==> src/rtl/lsu_trigger_seq.sv <==
// LSU DC3 trigger comparator with per-channel hit thresholds and pairwise chaining.
// Fire bits are registered and presented to dec in DC4.
module lsu_trigger_seq #(
    parameter int unsigned NUM_TRIG = 4,
    parameter int unsigned AW       = 32,
    parameter int unsigned CNTW     = 8
) (
    input  logic                     clk,
    input  logic                     rst_l,
    input  logic [NUM_TRIG-1:0]      trig_en,
    input  logic [NUM_TRIG-1:0]      trig_select,
    input  logic [NUM_TRIG-1:0]      trig_load,
    input  logic [NUM_TRIG-1:0]      trig_store,
    input  logic [NUM_TRIG-1:0]      trig_masken,
    input  logic [NUM_TRIG-1:0]      trig_chain,
    input  logic [NUM_TRIG*AW-1:0]   trig_tdata2,
    input  logic [NUM_TRIG*CNTW-1:0] trig_thresh,
    input  logic [NUM_TRIG-1:0]      cfg_wr,
    input  logic                     lsu_valid,
    input  logic                     lsu_dma,
    input  logic                     lsu_load,
    input  logic                     lsu_store,
    input  logic [1:0]               lsu_size,
    input  logic [AW-1:0]            lsu_addr,
    input  logic [AW-1:0]            store_data,
    input  logic                     flush,
    output logic [NUM_TRIG-1:0]      lsu_trigger_match_dc4,
    output logic [NUM_TRIG/2-1:0]    trig_armed,
    output logic [NUM_TRIG*CNTW-1:0] trig_hit_cnt
);

    localparam int unsigned NPAIR = NUM_TRIG / 2;

    logic [AW-1:0]       sdata_sized;
    logic [NUM_TRIG-1:0] cnt_hit;
    logic [NUM_TRIG-1:0] fire;
    logic [NUM_TRIG-1:0] match_q;

    always_comb begin
        case (lsu_size)
            2'd0:    sdata_sized = {{(AW-8){1'b0}}, store_data[7:0]};
            2'd1:    sdata_sized = {{(AW-16){1'b0}}, store_data[15:0]};
            default: sdata_sized = store_data;
        endcase
    end

    for (genvar i = 0; i < NUM_TRIG; i++) begin : g_ch
        logic [AW-1:0]   td;
        logic [AW-1:0]   opnd;
        logic [AW-1:0]   dc;
        logic            data_match;
        logic            raw_hit;
        logic [CNTW-1:0] thr;
        logic [CNTW:0]   cnt_inc;
        logic [CNTW-1:0] cnt_q, cnt_d;
        logic            hit;

        assign td   = trig_tdata2[i*AW +: AW];
        assign opnd = ~trig_select[i] ? lsu_addr : (trig_store[i] ? sdata_sized : '0);

        // NAPOT: bit 0 is always free, bit j is free while every lower tdata2 bit is one.
        always_comb begin
            logic run;
            run = trig_masken[i];
            for (int j = 0; j < int'(AW); j++) begin
                dc[j] = run;
                run   = run & td[j];
            end
        end

        assign data_match = &((opnd ~^ td) | dc);
        assign raw_hit = lsu_valid & ~lsu_dma & ~flush & trig_en[i] & data_match &
                         ((trig_store[i] & lsu_store) |
                          (trig_load[i] & lsu_load & ~trig_select[i]));

        assign thr     = (trig_thresh[i*CNTW +: CNTW] == '0) ? CNTW'(1)
                                                             : trig_thresh[i*CNTW +: CNTW];
        assign cnt_inc = {1'b0, cnt_q} + (CNTW+1)'(1);

        always_comb begin
            cnt_d = cnt_q;
            hit   = 1'b0;
            if (cfg_wr[i]) begin
                cnt_d = '0;
            end else if (raw_hit) begin
                if (cnt_inc >= {1'b0, thr}) begin
                    hit   = 1'b1;
                    cnt_d = '0;
                end else if (~&cnt_q) begin
                    cnt_d = cnt_inc[CNTW-1:0];
                end
            end
        end

        always_ff @(posedge clk or negedge rst_l) begin
            if (!rst_l) cnt_q <= '0;
            else        cnt_q <= cnt_d;
        end

        assign cnt_hit[i]                   = hit;
        assign trig_hit_cnt[i*CNTW +: CNTW] = cnt_q;
    end

    for (genvar k = 0; k < NPAIR; k++) begin : g_pair
        logic chain;
        logic armed_q, armed_d;
        logic fire_lo, fire_hi;

        assign chain = trig_chain[2*k];

        // Same-cycle hits on both channels arm only; the odd channel needs an earlier arm.
        always_comb begin
            armed_d = armed_q;
            fire_lo = cnt_hit[2*k] & ~chain;
            fire_hi = cnt_hit[2*k+1] & ~chain;
            if (chain) begin
                if (cnt_hit[2*k]) begin
                    armed_d = 1'b1;
                end else if (cnt_hit[2*k+1] && armed_q) begin
                    fire_lo = 1'b1;
                    fire_hi = 1'b1;
                    armed_d = 1'b0;
                end
            end
            if (flush || cfg_wr[2*k] || cfg_wr[2*k+1]) armed_d = 1'b0;
        end

        always_ff @(posedge clk or negedge rst_l) begin
            if (!rst_l) armed_q <= 1'b0;
            else        armed_q <= armed_d;
        end

        assign fire[2*k]     = fire_lo;
        assign fire[2*k+1]   = fire_hi;
        assign trig_armed[k] = armed_q;
    end

    always_ff @(posedge clk or negedge rst_l) begin
        if (!rst_l) match_q <= '0;
        else        match_q <= fire;
    end

    assign lsu_trigger_match_dc4 = match_q;

    logic unused_chain_odd;
    assign unused_chain_odd = ^(trig_chain & {NPAIR{2'b10}});

endmodule
==> config.mk <==
export PLATFORM = sky130hd
export DESIGN_NAME = lsu_trigger_seq
export DESIGN_NICKNAME = d
export VERILOG_FILES = /design/src/rtl/lsu_trigger_seq.sv
export SDC_FILE = /design/constraint.sdc
export NUM_CORES = 1
export LEC_CHECK = 0
export CAP_MARGIN = 0
export CORE_AREA = 8 8 158 123
export DETAILED_ROUTE_END_ITERATION = 10
export DIE_AREA = 0 0 166 131
export PLACE_DENSITY = 0.89
export SLEW_MARGIN = 20
export SYNTH_ARGS = -nofsm -noshare
export SYNTH_HDL_FRONTEND = slang
export SYNTH_SLANG_ARGS = --single-unit
==> constraint.sdc <==
create_clock -name clk -period 5.07 [get_ports clk]
set_input_delay 1.014 -clock clk [delete_from_list [all_inputs] [get_ports clk]]
set_output_delay 1.014 -clock clk [all_outputs]
set_load 0.02 [all_outputs]
After elaboration in Yosys (flattened, before gate mapping) --
Cells that the tools add are included.
Storage, ports and cells: bits in registers 38, input bits 261, word-level logic and storage cells 288
Cells by class: add/subtract/negate cells 4, $lt $le $gt $ge 4, eq/ne operators 5, multiplexer cells 61, bitwise logic cells 174, reductions and logical operators 33
Operator list (count):
- $mux 32 | 8
- $mux 8 | 20
- $and 1x1->1 | 154
- $or 32x32->32 | 4
- $reduce_and 32->1 | 4
- $xnor 32x32->32 | 4
- $pmux 32 s2 | 1
- $add 8x1->9 const B | 4
- $ge 9x8->1 | 4
- $logic_not 8->1 | 4
- $mux 1 | 32
- $reduce_and 8->1 | 4
- $ne 3x3->1 const B | 4
- $reduce_and 2->1 | 6
- $reduce_bool 2->1 | 6
- $not 1->1 | 8
- $reduce_bool 3->1 | 2
- $logic_or 1x1->1 | 4
- $or 1x1->1 | 4
- $eq 2x1->1 const B | 1
- $logic_and 1x1->1 | 2
- $logic_not 2->1 | 1

Longest topological paths before layout --
Gate-level depths: netlist of run 1.
depth after elaboration 42, mapped depth 13, gate-level depth less buffers 12

Least setup slack after synthesis of run 1 --
Ideal clock, no wire load.
path type in2reg, start point input port lsu_size[0], end point register g_ch[0].cnt_q[2], library setup time 136 ps, data arrival time 3573 ps, required time 4934 ps, setup slack 1361 ps, stages 10, path buffers 2, path through buf_6 > o21a_4 > a311o_1 > a222oi_1 > a21oi_1 > or4_4 > or4_1 > buf_2 > o31ai_1 > a21oi_1
Between the ends: cells in the longest elaborated chain, start to end 11, elaborated cells on any way between the ends 12
Ends and longest elaborated chain:
- start, declared | line 23 | input logic [1:0] lsu_size,
- $eq 2x1->1 / $logic_not 2->1 (equally long branches) | line 40 | case (lsu_size)
- $pmux 32 s2 (*) | line 40
- $mux 32 (*) (2 in series) | line 59 | assign opnd = ~trig_select[i] ? lsu_addr : (trig_store[i] ? sdata_sized : '0);
- $xnor 32x32->32 (*) | line 71 | assign data_match = &((opnd ~^ td) | dc);
- $or 32x32->32 (*) | line 71
- $reduce_and 32->1 (*) | line 71
- $and 1x1->1 (*) (2 in series) | line 72 | assign raw_hit = lsu_valid & ~lsu_dma & ~flush & trig_en[i] & data_match &
- $reduce_bool 2->1 (no line) (*)
- $reduce_and 2->1 (no line) (*)
- end signal, assigned | line 97 | else cnt_q <= cnt_d;
- end, declared | line 55 | logic [CNTW-1:0] cnt_q, cnt_d;
Mark *: on every way between the ends. The rest lies on a longest branch, timed or not. A chain may end at the register's enable or synchronous reset.

Worst setup path after layout of run 1 --
start point input port lsu_size[1], end point register match_q[1] (netlist: lsu_trigger_match_dc4[1])
Between the ends: cells in the longest elaborated chain, start to end 15, elaborated cells on any way between the ends 26
Ends and longest elaborated chain:
- $eq 2x1->1 / $logic_not 2->1 (equally long branches) | line 40
- $pmux 32 s2 (*) | line 40
- $mux 32 (2 in series) | line 59
- $xnor 32x32->32 | line 71
- $or 32x32->32 | line 71
- $reduce_and 32->1 | line 71
- $and 1x1->1 (2 in series) | line 72
- $mux 1 | line 85 | end else if (raw_hit) begin
- $mux 1 | line 83 | if (cfg_wr[i]) begin
- $and 1x1->1 / $logic_and 1x1->1 (equally long branches) | line 115, 119
- $mux 1 | line 119 | end else if (cnt_hit[2*k+1] && armed_q) begin
- $mux 1 | line 117 | if (cnt_hit[2*k]) begin
- $mux 1 (*) | line 116 | if (chain) begin
- named net g_pair[0].fire_hi | line 107 | logic fire_lo, fire_hi;
- end signal, assigned | line 140 | else match_q <= fire;
- end, declared | line 37 | logic [NUM_TRIG-1:0] match_q;
Mark *: on every way through the listed nets, which the timed path passes. The rest lies on a longest branch.

==> results list, run 1 <==
* Power Density: 117 mW/mm²
* Met1 Use GR: 47.8%
* Fraction of registers with async set/reset: 100%
* Sequential element share of the synthesized area: 11.2%
- Dividing the final minimum period by the clock period gives 92.6%.
* Result of the run: finished, final reports clean
- The region available for standard cell placement spans 0.0171 mm².
- Final hold analysis gives a worst-case slack of 0.598 ns.
- Yosys Warn Count: 0
* Detail Route Antenna Nets: 0
* WP data required: 5.20 ns
- The worst register-to-register path begins at g_ch[0].cnt_q[2].
- Post-DR wirelength/cell: 25.5 µm
* Maximum level of the CTS H-tree: 2
- Total Power Consumption: 1.38 mW
- After routing, the total negative slack on setup checks comes to 0 ns.
- Largest clock skew in the final design: 0.00309 ns
- A synthesized cell averages 7.07 µm².
* Transition time at the pin with the least slew margin: 0.952 ns
- From synthesis to final layout, the design area changed by 39.5%.
- Violation count after the first detailed-route iteration: 1736
- Met2 track utilization from global routing: 60.6%
- Synthesized net count: 1496
- Synthesized cell area: 0.00847 mm²
- The longest clock path from root to sink contains 2 buffers.
- Setup repair after global routing left no endpoint under its margin.
- The number of different library cells used by synthesis comes to 74.
- The min-delay analysis places its worst path in the category reg2reg.
* Cell accounting for the most synthesized area: sky130_fd_sc_hd__dfrtp_1
- Final min period: 4.70 ns
- After the flow finishes, the layout carries non-filler instances totaling 1700.
- Net switching is 39.1% of the power.
- Met3 track demand over resource: 10.3%
- Die area: 0.0217 mm²
* Element type at the critical path start: primary input
- The die is 166 µm wide.
- The pre-antenna-repair detailed-routing pass consisted of 6 iterations.
- Net switching power figure: 542 µW
* Post-Syn Instances: 1199
- In this run, the clock network consumes 22.1% of the power.
* XOR/XNOR Fraction of Synth Area: 9.40%
* RD Place Congestion: 1.06
* Number of gates resized after CTS: 0
- Nets: 1776
- Crit-path cells: clkdlybuf4s50_1 -> buf_4 -> o211a_1 -> a22oi_1 -> a222oi_1 -> a21oi_1 -> or4_4 -> or4_1 -> o31ai_1 -> a2111oi_1
- CTS sink cnt: 38
* Final worst setup slack: 0.374 ns
- Number of vias in the routed layout: 11725
* Share of layout cells above drive strength 1: 4.53%
- 299 I/O pins were placed.
* Number of cells in the design after placement: 1692
- Following the worst setup path forward leads to its endpoint at lsu_trigger_match_dc4[1].
- Derived from the worst setup path, the maximum achievable clock frequency is 213 MHz.
- The top cell type by area accounts for 11.2% of the synthesized area.
- By startpoint and endpoint, the worst setup path is classified as in2reg.
- Max-cap violations in this run came to 0.
- The global routing stage identified its most utilized layer as met2.
- By area, the combinational part of the netlist is dominated by simple AND/OR/NAND/NOR gates.
* Post-synth EDFFs: 0
* Clock tree from TritonCTS: done
* Total CTS buffers: 5
* Final wirelength: 43300 µm
- Main synth FF type: sky130_fd_sc_hd__dfrtp_1
* Internal cell power: 843 µW
- In this run the tool buffered the top-level ports with 296 buffer cells.
- Setup violations remaining at the end of the flow were counted as 0.
- Along the worst path, the maximum fanout reaches 23.
- Fraction of power consumed by combinational cells: 56.0%
* Flip-flop and latch count after synthesis: 38
- The worst register-to-register path ends at lsu_trigger_match_dc4[0].
- Summing the areas of all compound-gate instances in the mapped netlist gives 33.7% of the synthesized area.
- Post-Synth Simple-Gate Area: 33.9%
- Top cells by count, synth: sky130_fd_sc_hd__nand3_1 (78), sky130_fd_sc_hd__nand4_1 (72), sky130_fd_sc_hd__nand2_1 (70)
* Count of hold-fix buffers inserted at cts: 0
- For this design the static power due to leakage is 4.58 nW.
- Half-perimeter wire length after detailed placement: 35000 µm
- Critical Path Sink Type: register
* Maximum number of pins on one net before global-route repair: 39
* Max Slew Vio Count: 0
* Number of antenna violations at the first check in global routing: 1
- Drt via density: 6.90
- Slowest Stage Delay on Critical Path: 0.83 ns
* Arithmetic-cell share of the synthesized area counting full adders, half adders and majority gates: 5.32%
* Register-to-register path setup slack: 1.72 ns
- Worst path arrival time: 4.83 ns
- Root buffer selected by CTS: sky130_fd_sc_hd__clkbuf_16
- Proportion of synthesized area in mux cells: 0.266%
- Remaining global-route overflow: 0
- Starting Density: 49.6%
- Most frequent cell after synthesis: sky130_fd_sc_hd__nand3_1
* Die height: 131 µm
- Clock-pin transition on the worst setup and hold timing paths: 0.06 ns
- Post-CTS Setup Inserts: 0
- The number of cells on the worst reg-to-reg path is 12.
* Setup slack at placement: 0.248 ns
- Global-route wire length before repair: 63900 µm
- The slowest stage of the critical path belongs to the cell sky130_fd_sc_hd__clkdlybuf4s50_1.
- The worst pin sits at a relative slew slack of 36.5%.
- The later pin in the worst-skew pair is clocked with a latency of 0.29 ns.
* Main area contributors after synthesis: sky130_fd_sc_hd__dfrtp_1 (11%), sky130_fd_sc_hd__xnor2_1 (6.7%), sky130_fd_sc_hd__ha_1 (5.3%), sky130_fd_sc_hd__nand4_1 (5.3%), sky130_fd_sc_hd__nand3_1 (4.6%)
- Number of placement rows: 42
- Registers are responsible for 21.9% of the overall power.
* Origin of the worst setup path: lsu_size[1]
- In the global route stage, overall resource usage came out at 37.9%.
* Via count of the first global-routing pass: 11148
* Maximum VDD drop: 0.135 mV
- The final number of hold-violating endpoints is 0.
- For this run, design rule violations remaining after detail routing come to 0.
[cell type report]
| class | count | area, µm² |
|---|---|---|
| well taps | 220 | 275 |
| multi-input cells | 1037 | 6990 |
| clock inverters | 2 | 10.0 |
| clock buffers | 5 | 125 |
| flip-flops and latches | 38 | 951 |
| repair buffers | 331 | 3220 |
| fillers | 1412 | 5250 |
| diodes | 1 | 2.50 |
| inverters | 66 | 248 |
[cells in the final DEF (no fill, tap or decap), types with 35 or more instances in the layout]
| cell type | n |
|---|---|
| sky130_fd_sc_hd__dfrtp_1 | 38 |
| sky130_fd_sc_hd__o21ai_0 | 39 |
| sky130_fd_sc_hd__nor3_1 | 39 |
| sky130_fd_sc_hd__nand3_1 | 78 |
| sky130_fd_sc_hd__nor2b_1 | 39 |
| sky130_fd_sc_hd__a21oi_1 | 67 |
| sky130_fd_sc_hd__nand2_1 | 70 |
| sky130_fd_sc_hd__inv_1 | 66 |
| sky130_fd_sc_hd__buf_4 | 35 |
| sky130_fd_sc_hd__clkdlybuf4s50_1 | 295 |
| sky130_fd_sc_hd__nor2_1 | 52 |
| sky130_fd_sc_hd__a22oi_1 | 40 |
| sky130_fd_sc_hd__ha_1 | 36 |
| sky130_fd_sc_hd__nand4_1 | 72 |
| sky130_fd_sc_hd__xnor2_1 | 65 |
| sky130_fd_sc_hd__nand2b_1 | 36 |
[power groups by stage]
| stage | clock (mW) | combinational [mW] | sequential, mW |
|---|---|---|---|
| after global routing | 0.326 | 0.816 | 0.303 |
| after detailed placement | 0 | 0.742 | 0.309 |
| after CTS | 0.311 | 0.747 | 0.303 |
| final | 0.306 | 0.775 | 0.303 |
| after global placement | 0 | 0.732 | 0.309 |
| after floorplan | 0 | 0.344 | 0.309 |
[routing by layer]
layer  part of all wire, %  up-vias  wire length, µm
met1                    39     5410            17100
li1                      -     5232                -
met5                     0        -                0
met2                    43      920            18600
met4                   4.6        0             2010
met3                    13      163             5620
[registers in the layout (all words and copies together), names as in the netlist]
name,flops
g_ch.cnt_q,32
g_pair.armed_q,2
lsu_trigger_match_dc4,4
[through the flow]
step	cell area, µm²	utilization [%]
floorplan	8470	-
global placement	11700	68.4
detailed placement	11700	68.4
CTS	11800	69.2
global route	11800	69.2
finish	11800	69.2
[cell families (layout without fill, tap and decap cells)]
kind of cell	Yosys count	in the layout
buffers and inverters	124	404
xor gates and xnor gates	91	91
and+or+nand+nor	510	510
adders and majority gates	36	36
muxes	2	2
DFF	38	38
AOI/OAI and AO/OA	398	398
other	0	1
[worst min path at each step]
stage | start | endpoint | cells after the start
floorplan | g_pair[1].armed_q | g_pair[1].armed_q | 2
global placement | g_pair[0].armed_q | lsu_trigger_match_dc4[1] | 2
detailed placement | g_pair[1].armed_q | g_pair[1].armed_q | 2
CTS | g_pair[1].armed_q | g_pair[1].armed_q | 2
global route | g_pair[1].armed_q | g_pair[1].armed_q | 2
finish | g_pair[1].armed_q | g_pair[1].armed_q | 2
[worst max-delay path, delay by kind of cell]
kind	cells	cell delay (ns)
and+or+nand+nor	2	1.30
AOI/OAI and AO/OA	6	1.29
buffers and inverters	2	1.19
(Power assumes the default switching activity.)
==> inputs of run 2 (changes only) <==
--- a/config.mk
+++ b/config.mk
@@ -6,10 +6,11 @@
 export NUM_CORES = 1
 export LEC_CHECK = 0
 export CAP_MARGIN = 0
-export CORE_AREA = 8 8 158 123
+export CORE_AREA = 4 4 154 119
 export DETAILED_ROUTE_END_ITERATION = 10
-export DIE_AREA = 0 0 166 131
-export PLACE_DENSITY = 0.89
+export DIE_AREA = 0 0 158 123
+export MAX_ROUTING_LAYER = met4
+export PLACE_DENSITY = 0.95
 export SLEW_MARGIN = 20
 export SYNTH_ARGS = -nofsm -noshare
 export SYNTH_HDL_FRONTEND = slang
==> run 2 against run 1 <==
Compared with the run above: fmax grew 3.8%; die area shrank 11%; cell count is essentially flat; critical endpoint is now g_ch[2].cnt_q[5]; via count shrank 0.68%; highest routed layer unchanged; combinational power is essentially flat; first-iteration DRC count shrank 9.7%.
==> results list, run 2 (same netlist as run 1, synthesis figures left out) <==
- Worst-case clock buffer depth: 2 (unchanged)
- Maximum level of the CTS H-tree: 2 (unchanged)
- Crit-path cells: clkdlybuf4s50_1 -> and2_1 -> a32oi_1 -> xnor2_1 -> a211oi_1 -> o2111ai_1 -> or4_1 -> buf_4 -> o41ai_1 -> a21oi_1 (was clkdlybuf4s50_1 -> buf_4 -> o211a_1 -> a22oi_1 -> a222oi_1 -> a21oi_1 -> or4_4 -> or4_1 -> o31ai_1 -> a2111oi_1)
* Relative slew margins: 38.8% (was 36.5%)
- The clock transition time at the flip-flop clock pins of the worst setup and hold paths was 0.06 ns (about the same).
- Maximum number of pins on one net before global-route repair: 57 (was 39)
* RD Place Congestion: 1.10 (was 1.06)
- DRC violations left: 0 (unchanged)
- The die outline width is 158 µm (was 166 µm).
- Total Power Consumption: 1.40 mW (was 1.38 mW)
* Non-filler cells, final: 1699 (was 1700)
- Final hold violations: 0 (unchanged)
- Sequential standard cell area: 951 µm² (unchanged)
* Placed Instance Area: 0.0117 mm² (about the same)
* Final min period: 4.52 ns (was 4.70 ns)
- The number of buffers added for setup after CTS came to 0 (unchanged).
* Total core area: 0.0167 mm² (was 0.0171 mm²)
* Root buffer selected by CTS: sky130_fd_sc_hd__clkbuf_16 (unchanged)
* Clock tree from TritonCTS: done (unchanged)
- Count of hold-fix buffers inserted at cts: 0 (unchanged)
- Most frequent cells in the layout: sky130_fd_sc_hd__clkdlybuf4s50_1 (295), sky130_fd_sc_hd__nand3_1 (78), sky130_fd_sc_hd__nand4_1 (72) (unchanged).
- Starting Density: 50.8% (was 49.6%)
- IO Port Bufs: 296 (unchanged)
* Post-DR wirelength/cell: 24.7 µm (was 25.5 µm)
- The vias per cell came to 6.85 (was 6.90).
* Half-perimeter wire length after detailed placement: 33600 µm (was 35000 µm)
- The latest clock arrival within the worst-skew pair is 0.29 ns (about the same).
- Bufs and invs on worst path: 2 (unchanged)
- The category of the worst setup path capture point is a register (unchanged).
- Num ports: 299 (unchanged)
- Number of gates resized after CTS: 0 (unchanged)
* Most common cell after layout, fill and taps aside: sky130_fd_sc_hd__clkdlybuf4s50_1 (unchanged)
* CTS sink cnt: 38 (unchanged)
- Setup TNS: 0 ns (unchanged)
- Number of placement rows: 41 (was 42)
- Result of the run: finished, final reports clean (unchanged)
- Element type at the critical path start: primary input (unchanged)
* Violation count after the first detailed-route iteration: 1568 (was 1736)
- The number of flip-flops in the largest register is 32 (unchanged).
- The first-pass GRT wire length was 61300 µm (was 63900 µm).
* Top fanout value on the critical path: 14 (was 23)
- WP data required: 5.22 ns (was 5.20 ns)
* Via count of the first global-routing pass: 11000 (was 11148)
* Remaining global-route overflow: 0 (unchanged)
- Final worst path period share: 89.2% (was 92.6%)
- The post-layout worst setup margin was 0.547 ns (was 0.374 ns).
- The minimum setup slack after placement is 0.417 ns (was 0.248 ns).
* Register with the most flip-flops: g_ch.cnt_q (unchanged)
* Power Density: 118 mW/mm² (was 117 mW/mm²)
- The count of antenna-violating nets left after detailed routing came to 0 (unchanged).
* Leakage power: 4.61 nW (was 4.58 nW)
- The critical-path cell with the highest stage delay was sky130_fd_sc_hd__clkdlybuf4s50_1 (unchanged).
- The total clock buffers created by CTS is 5 (unchanged).
- The achievable frequency was 221 MHz (was 213 MHz).
- Post-route design area: 0.0119 mm² (was 0.0118 mm²)
- Total global routing track utilization: 42.0% (was 37.9%)
* Transition time at the pin with the least slew margin: 0.918 ns (was 0.952 ns)
* Filler Cell Count: 1391 (was 1412)
* Number of vias in the routed layout: 11645 (was 11725)
- The number of nets in the final layout is 1780 (was 1776).
- The worst ir drop on vdd is 0.117 mV (was 0.135 mV).
- Die height: 123 µm (was 131 µm)
- Worst min path class: reg2reg (unchanged)
- The multi-input logic area came to 0.00699 mm² (unchanged).
- The stage delay of the slowest cell on the critical path was 0.77 ns (was 0.83 ns).
- The family of cells with the greatest summed delay on the critical path is compound AO/OA/AOI/OAI gates (was simple AND/OR/NAND/NOR gates).
- Max Slew Vio Count: 0 (unchanged)
- Number of failing setup endpoints in the final timing report: 0 (unchanged)
- Number of diodes added for antenna fixing: 0 (was 1)
- The total wirelength of the detailed-routed design was 42000 µm (was 43300 µm).
- DR pass1 iterations: 6 (unchanged)
- Max-Cap Viols: 0 (unchanged)
- The arrival time reported for the critical path endpoint is 4.68 ns (was 4.83 ns).
* RSZ-0062 raised after global routing: no (unchanged)
* Share of layout cells above drive strength 1: 4.85% (was 4.53%)
* Area growth syn-to-layout: 40.1% (was 39.5%)
- The kind of critical path is in2reg (unchanged).
- The initial antenna violation count is 1 (unchanged).
* Number of cells in the design after placement: 1691 (was 1692)
- The maximum clock skew at final layout was 0.00535 ns (was 0.00309 ns).
* Die area: 0.0194 mm² (was 0.0217 mm²)
run 2: cell count changes in the layout (fill, tap and decap cells not counted), sizes merged:
| cell | before | now |
|---|---|---|
| diode | 1 | 0 |
| clkbuf | 5 | 6 |
| clkinv | 2 | 1 |
| clkinvlp | 0 | 1 |
| buf | 36 | 40 |
run 2: path summary, 6_finish.rpt:
path | cells past startpoint | from | endpoint | slack [ns]
min in group asynchronous | 1 | rst_l | g_ch[0].cnt_q[6] | 0.86
min reg2reg | 2 | g_pair[1].armed_q | g_pair[1].armed_q | 0.59
min | 2 | g_pair[1].armed_q | g_pair[1].armed_q | 0.59
max reg2reg | 12 | g_ch[0].cnt_q[2] | lsu_trigger_match_dc4[0] | 1.80
max | 10 | trig_select[2] | g_ch[2].cnt_q[5] | 0.55
max in group asynchronous | 1 | rst_l | g_ch[3].cnt_q[1] | 3.64
run 2: layer usage:
layer  GRT usage [%]  routed length [µm]
met5               -                   0
met4            16.1                2030
met3            12.1                5740
met2            63.9               18000
met1            53.1               16200
run 2: area by class of cell:
class / instances / area share [%]
timing repair buffer: 335 / 27.5
multi-input combinational: 1037 / 58.9
clock buffer: 6 / 1.17
inverter: 66 / 2.09
sequential: 38 / 8.01
tap: 215 / 2.27
clock inverter: 2 / 0.105
run 2: metrics by stage:
stage               hold WS [ns]  utilization [%]
floorplan                  0.521                -
global placement           0.573             70.3
detailed placement         0.567             70.3
CTS                        0.586             71.2
global route               0.634             71.2
finish                     0.586             71.2
run 2: tightest hold or removal path, delay by kind of cell (launching register included):
kind	cells	cell delay, ns
AO/OA/AOI/OAI	2	0.14
flip-flops	1	0.41
run 2: power breakdown:
group | internal [mW] | total [mW] | leakage, nW | switching (mW)
clock network | 0.195 | 0.330 | 0.0729 | 0.135
registers | 0.303 | 0.303 | 0.531 | 0.00000000000000111
logic | 0.365 | 0.772 | 4.01 | 0.407
total | 0.863 | 1.40 | 4.61 | 0.542
